--- config.mk ---
export PLATFORM = sky130hd
export DESIGN_NAME = mini_micro_core
export DESIGN_NICKNAME = d
export VERILOG_FILES = /design/src/rtl/mini_micro_core.sv
export SDC_FILE = /design/constraint.sdc
export NUM_CORES = 2
export LEC_CHECK = 0
export CORE_MARGIN = 8
export CORE_UTILIZATION = 56
export CTS_CLUSTER_DIAMETER = 120
export DETAILED_ROUTE_END_ITERATION = 8
export PLACE_DENSITY_LB_ADDON = 0.2
export SLEW_MARGIN = 5
export SYNTH_ARGS = -nofsm -noshare
export SYNTH_HDL_FRONTEND = slang
export SYNTH_SLANG_ARGS = --single-unit
--- constraint.sdc ---
create_clock -name clk -period 5.3 [get_ports clk]
set_clock_uncertainty 0.15 [all_clocks]
set_input_delay 1.06 -clock clk [delete_from_list [all_inputs] [get_ports clk]]
set_output_delay 1.06 -clock clk [all_outputs]
set_load 0.01 [all_outputs]
--- src/rtl/mini_micro_core.sv ---
// mini_micro_core
//   Multi-cycle 16-bit-instruction microprocessor with an 8 x WORD_SIZE register
//   file, a program memory loaded through a write port, and a valid/ready
//   result port that stalls the core until each OUT value is accepted.
//
//   Optional feature macro: MINI_MICRO_MUL_EN
//     defined   -> opcode C is MUL (rd = low WORD_SIZE bits of ra * rb)
//     undefined -> opcode C is illegal and no multiplier is built
//
// Ports
//   clk          rising-edge clock
//   rst          synchronous, active-low reset
//   start        one-cycle pulse, begins execution at PC 0 (ignored while busy)
//   prog_we      program memory write enable (honoured only in IDLE/HALTED)
//   prog_addr    program memory write address
//   prog_wdata   instruction word to write
//   output_data  value emitted by OUT, held until the next OUT
//   out_valid    output_data is valid
//   out_ready    consumer accepts output_data
//   busy         core is in FETCH, EXEC or OUT_WAIT
//   halted       HALT or an illegal opcode was reached
//   illegal      sticky illegal-opcode flag, cleared by start
//   pc_out       current program counter
module mini_micro_core #(
  parameter int WORD_SIZE  = 32,
  parameter int IMEM_DEPTH = 64
) (
  input  logic                          clk,
  input  logic                          rst,
  input  logic                          start,
  input  logic                          prog_we,
  input  logic [$clog2(IMEM_DEPTH)-1:0] prog_addr,
  input  logic [15:0]                   prog_wdata,
  output logic [WORD_SIZE-1:0]          output_data,
  output logic                          out_valid,
  input  logic                          out_ready,
  output logic                          busy,
  output logic                          halted,
  output logic                          illegal,
  output logic [$clog2(IMEM_DEPTH)-1:0] pc_out
);

  localparam int AW = $clog2(IMEM_DEPTH);

  typedef enum logic [2:0] {
    S_IDLE,
    S_FETCH,
    S_EXEC,
    S_OUT_WAIT,
    S_HALTED
  } state_t;

  typedef enum logic [3:0] {
    OP_NOP  = 4'h0,
    OP_LDI  = 4'h1,
    OP_ADD  = 4'h2,
    OP_SUB  = 4'h3,
    OP_AND  = 4'h4,
    OP_OR   = 4'h5,
    OP_XOR  = 4'h6,
    OP_SHL  = 4'h7,
    OP_BEQZ = 4'h8,
    OP_JMP  = 4'h9,
    OP_OUT  = 4'hA,
    OP_HALT = 4'hB,
    OP_MUL  = 4'hC
  } opcode_t;

  logic [15:0]          imem [IMEM_DEPTH];
  logic [WORD_SIZE-1:0] regs [8];

  state_t               state;
  logic [AW-1:0]        pc;
  logic [15:0]          ir;

  // Instruction fields
  opcode_t              op;
  logic [2:0]           rd;
  logic [2:0]           ra_idx;
  logic [2:0]           rb_idx;
  logic [5:0]           imm6;
  logic signed [5:0]    imm_s;
  logic [WORD_SIZE-1:0] ra_val;
  logic [WORD_SIZE-1:0] rb_val;

  // Execute-stage decode results
  logic                 wr_en;
  logic [WORD_SIZE-1:0] wr_val;
  logic [AW-1:0]        pc_next;
  logic                 ex_out;
  logic                 ex_halt;
  logic                 ex_illegal;

  logic                 idle_like;

  assign op     = opcode_t'(ir[15:12]);
  assign rd     = ir[11:9];
  assign ra_idx = ir[8:6];
  assign rb_idx = ir[5:3];
  assign imm6   = ir[5:0];
  assign imm_s  = ir[5:0];

  // R0 always reads as zero regardless of storage contents
  assign ra_val = (ra_idx == 3'd0) ? '0 : regs[ra_idx];
  assign rb_val = (rb_idx == 3'd0) ? '0 : regs[rb_idx];

  assign idle_like = (state == S_IDLE) || (state == S_HALTED);
  assign busy      = !idle_like;
  assign pc_out    = pc;

  // Size casts of the signed immediate sign-extend when widening and truncate
  // when narrowing, so branch offsets wrap modulo IMEM_DEPTH for any AW.
  always_comb begin
    wr_en      = 1'b0;
    wr_val     = '0;
    pc_next    = pc + AW'(1);
    ex_out     = 1'b0;
    ex_halt    = 1'b0;
    ex_illegal = 1'b0;
    case (op)
      OP_NOP:  ;
      OP_LDI:  begin wr_en = 1'b1; wr_val = WORD_SIZE'(imm_s);        end
      OP_ADD:  begin wr_en = 1'b1; wr_val = ra_val + rb_val;          end
      OP_SUB:  begin wr_en = 1'b1; wr_val = ra_val - rb_val;          end
      OP_AND:  begin wr_en = 1'b1; wr_val = ra_val & rb_val;          end
      OP_OR:   begin wr_en = 1'b1; wr_val = ra_val | rb_val;          end
      OP_XOR:  begin wr_en = 1'b1; wr_val = ra_val ^ rb_val;          end
      OP_SHL:  begin wr_en = 1'b1; wr_val = ra_val << imm6[4:0];      end
      OP_BEQZ: if (ra_val == '0) pc_next = pc + AW'(imm_s);
      OP_JMP:  pc_next = AW'(imm6);
      OP_OUT:  ex_out = 1'b1;
      OP_HALT: begin ex_halt = 1'b1; pc_next = pc; end
`ifdef MINI_MICRO_MUL_EN
      OP_MUL:  begin wr_en = 1'b1; wr_val = ra_val * rb_val;          end
`endif
      default: begin ex_illegal = 1'b1; pc_next = pc; end
    endcase
  end

  // Program memory: not reset, writable only while the core is stopped
  always_ff @(posedge clk) begin
    if (prog_we && idle_like) begin
      imem[prog_addr] <= prog_wdata;
    end
  end

  always_ff @(posedge clk) begin
    if (!rst) begin
      state       <= S_IDLE;
      pc          <= '0;
      ir          <= '0;
      regs        <= '{default: '0};
      output_data <= '0;
      out_valid   <= 1'b0;
      halted      <= 1'b0;
      illegal     <= 1'b0;
    end else begin
      case (state)
        S_IDLE, S_HALTED: begin
          if (start) begin
            state   <= S_FETCH;
            pc      <= '0;
            halted  <= 1'b0;
            illegal <= 1'b0;
          end
        end
        S_FETCH: begin
          ir    <= imem[pc];
          state <= S_EXEC;
        end
        S_EXEC: begin
          if (wr_en && (rd != 3'd0)) begin
            regs[rd] <= wr_val;
          end
          pc <= pc_next;
          if (ex_out) begin
            output_data <= ra_val;
            out_valid   <= 1'b1;
            state       <= S_OUT_WAIT;
          end else if (ex_halt || ex_illegal) begin
            state  <= S_HALTED;
            halted <= 1'b1;
            if (ex_illegal) illegal <= 1'b1;
          end else begin
            state <= S_FETCH;
          end
        end
        S_OUT_WAIT: begin
          // out_valid is always high here, so ready alone completes the handshake
          if (out_ready) begin
            out_valid <= 1'b0;
            state     <= S_FETCH;
          end
        end
        default: state <= S_IDLE;
      endcase
    end
  end

endmodule

==> out/results.ini <==
[timing]
finalSetupViolations=0
hold_viol=0
worst_pin_slew_ps=1260
min_period_over_period=0.984
timing.slew.headroom=0.158
final.min_clock_period_ps=5210
drv_slew=0
fmax_ghz=0.192
whs_ps=302

[floorplan]
die_area_mm2=0.117
fp-row-count=119
die_w_um=342
pin_count=69
dieHeight_um=342
start_util=0.564
core_mm2=0.105

[clock_tree]
clockBufferDepth=3
clk_pin_slew_ps=70
cts_root_buffer=clkbuf_16
clock_latency_ps=730
cts_num_sinks=1315
cts-buffers-inserted=133
tritoncts=done
htreeDepth=4

[finish]
num-fill-cells=7380
final_cell_mix=edfxtp_1, mux4_2, buf_4
final_area_mm2=0.0679
utilization=0.645
nNetsFinal=4316
drive_gt1_frac=0.251
layout_commonest_cell=edfxtp_1
area_growth_pct=14.4

[detailed_routing]
avgRoutedWirePerCell_um=29.1
vias=37200
final_antenna_net_count=0
drtPass1Iterations=5
avgViaCountPerCell=6.54
wirelength_um=165000
drt_iter0_markers=4330
drc=0

[synth]
synthFlopType=edfxtp_1
syn-num-nets=4064
ys_seq_elements=1315
async_flop_share=0
syn_inst=3933
ys_top_cells_by_area=edfxtp_1, mux4_2, dfxtp_1
synth-seq-area-share=0.616
synth_top_cell_by_area=edfxtp_1
syn_area_per_cell_um2=15.1
syn-cell-area_mm2=0.0594
yosys_warnings=0
synth_cell_type_count=92
yosys.area.top_type_share=0.518
synth_edf_count=1024

[global_route]
grt_antenna_before_repair=8
grt_max_degree=90
grt_use_total=0.280
grt_overflow=0
grt_pass1_wl_um=245000
grt_pass1_vias=36600

[placed_design]
dp_hpwl_um=107000
gp_congestion=1.01
port_buffers=68
placed_area_mm2=0.0632

[worst_setup_path]
startpoint_type=flop
cp.required_ps=5710
setup.worst_path.class=flop to flop
cp-startpoint=ir[3]
arrival_ps=5620
path_max_fanout=8
reg2reg_setup_slack_ps=90
worstRegToRegCells=23
r2r-start=ir[3]
cp-end-kind=flop
r2r-end=regs[189]
endpoint=regs[189]

[run]
maxCapViolations=0

[power]
power.density_mw_per_mm2=331
peakVddDrop_mv=0.366
power_leakage_nw=22.3
total_power_mw=22.4

[hold_path]
hp-class=flop to flop

[status]
status=finished, final reports clean

-- routing by layer --
layer,part of all wire,vias up,GRT usage
li1,-,16000,-
met1,0.39,18900,0.368
met2,0.49,1771,0.455
met3,0.078,386,0.0533
met4,0.048,4,0.129
met5,0.00016,-,0
-- power by group --
group,switching (mW),internal (mW)
clock network,3.98,5.28
logic,1.18,0.827
registers,0.0405,11.1
total,5.20,17.2
-- per-stage QoR --
| stage | setup TNS, ps | setup WS (ps) | std cells |
|---|---|---|---|
| finish | 0 | 86.2 | 5684 |
| global route | -35.4 | -24.2 | 5679 |
| CTS | 0 | 0.925 | 5668 |
| detailed placement | -1660 | -152 | 5429 |
| global placement | -153 | -27.7 | 5429 |
| floorplan | 0 | 137 | 3933 |
-- kinds of logic (layout without fill, tap and decap cells) --
group                      after synthesis  in the layout  synth area share
DFF                                   1315           1315             0.616
AOI/OAI and AO/OA                      784            784            0.0847
other                                    0              5                 0
muxes                                  621            621             0.192
xor gates and xnor gates                56             56           0.00839
adders and majority gates              104            104            0.0222
buffers and inverters                  366            721            0.0260
and+or+nand+nor                        687            687            0.0508
-- worst min-delay path by stage --
stage	slack [ps]	depth (start not counted)	start	to
2_1_floorplan	270	1	regs[230]	regs[230]
3_3_place_gp	290	1	regs[230]	regs[230]
3_5_place_dp	290	1	regs[230]	regs[230]
4_1_cts	300	2	out_valid	out_valid
5_1_grt	320	1	regs[228]	regs[228]
6_report	300	2	output_data[27]	output_data[27]
-- sequential cells by signal (all words and copies together), names as in the netlist --
name         count
ir              16
state            3
pc_out           6
imem          1024
halted           1
out_valid        1
regs           231
illegal          1
output_data     32
-- what timing repair did --
| action | CTS | global route |
|---|---|---|
| pin swaps | 1 | 28 |
| cloned | 0 | 1 |
| resized for setup | 6 | 60 |
| hold buffers | 0 | 0 |
| buffers inserted | 1 | 10 |
| endpoints found under the setup margin | 31 | 99 |
-- cells in the mapped netlist (12+ instances only) --
cell type and instances:
edfxtp_1 1024, mux4_2 405, nor2_1 313, dfxtp_1 291, a21oi_1 243, nand2_1 200, clkbuf_1 196, o21ai_0 177
mux2i_1 173, a211oi_1 118, ha_1 102, inv_1 82, buf_1 45, xnor2_1 45, mux2_2 37, nor3_1 29
a221oi_1 25, and2_1 22, nand3_1 21, o2111ai_1 19, a21o_1 18, a22oi_1 17, nor2b_1 16, o22ai_1 16
and3_1 15, buf_4 15, o2bb2ai_1 15, o21a_1 14, a221o_1 13, o31ai_1 13, a31oi_1 12
-- worst max-delay path: stages (launching register included) --
cell      delay, ps
dfxtp_4         420
buf_4           140
mux4_1          580
o21ai_1         190
nand4_1         240
nor3_2          220
buf_4           150
nand2_2          90
nor3_2          190
buf_4           140
a21oi_1          70
xnor2_1         150
ha_1            340
and3_1          180
nand2_1         120
nor2_4          170
o211ai_1        180
buf_4           210
a211o_4         340
and3_1          150
a31o_2          220
a21oi_2         170
buf_6           160
a21oi_1          70
-- cell type report --
type	instances	area (um2)	share of cell area
diodes	5	12.5	0.000184
clock buffers	175	3600	0.0530
clock inverters	63	698	0.0103
inverters	87	334	0.00492
multi-input cells	2252	21600	0.318
flip-flops and latches	1315	36600	0.539
well taps	1391	1740	0.0256
repair buffers	396	3300	0.0486
Power figures use the tool's default switching activity.
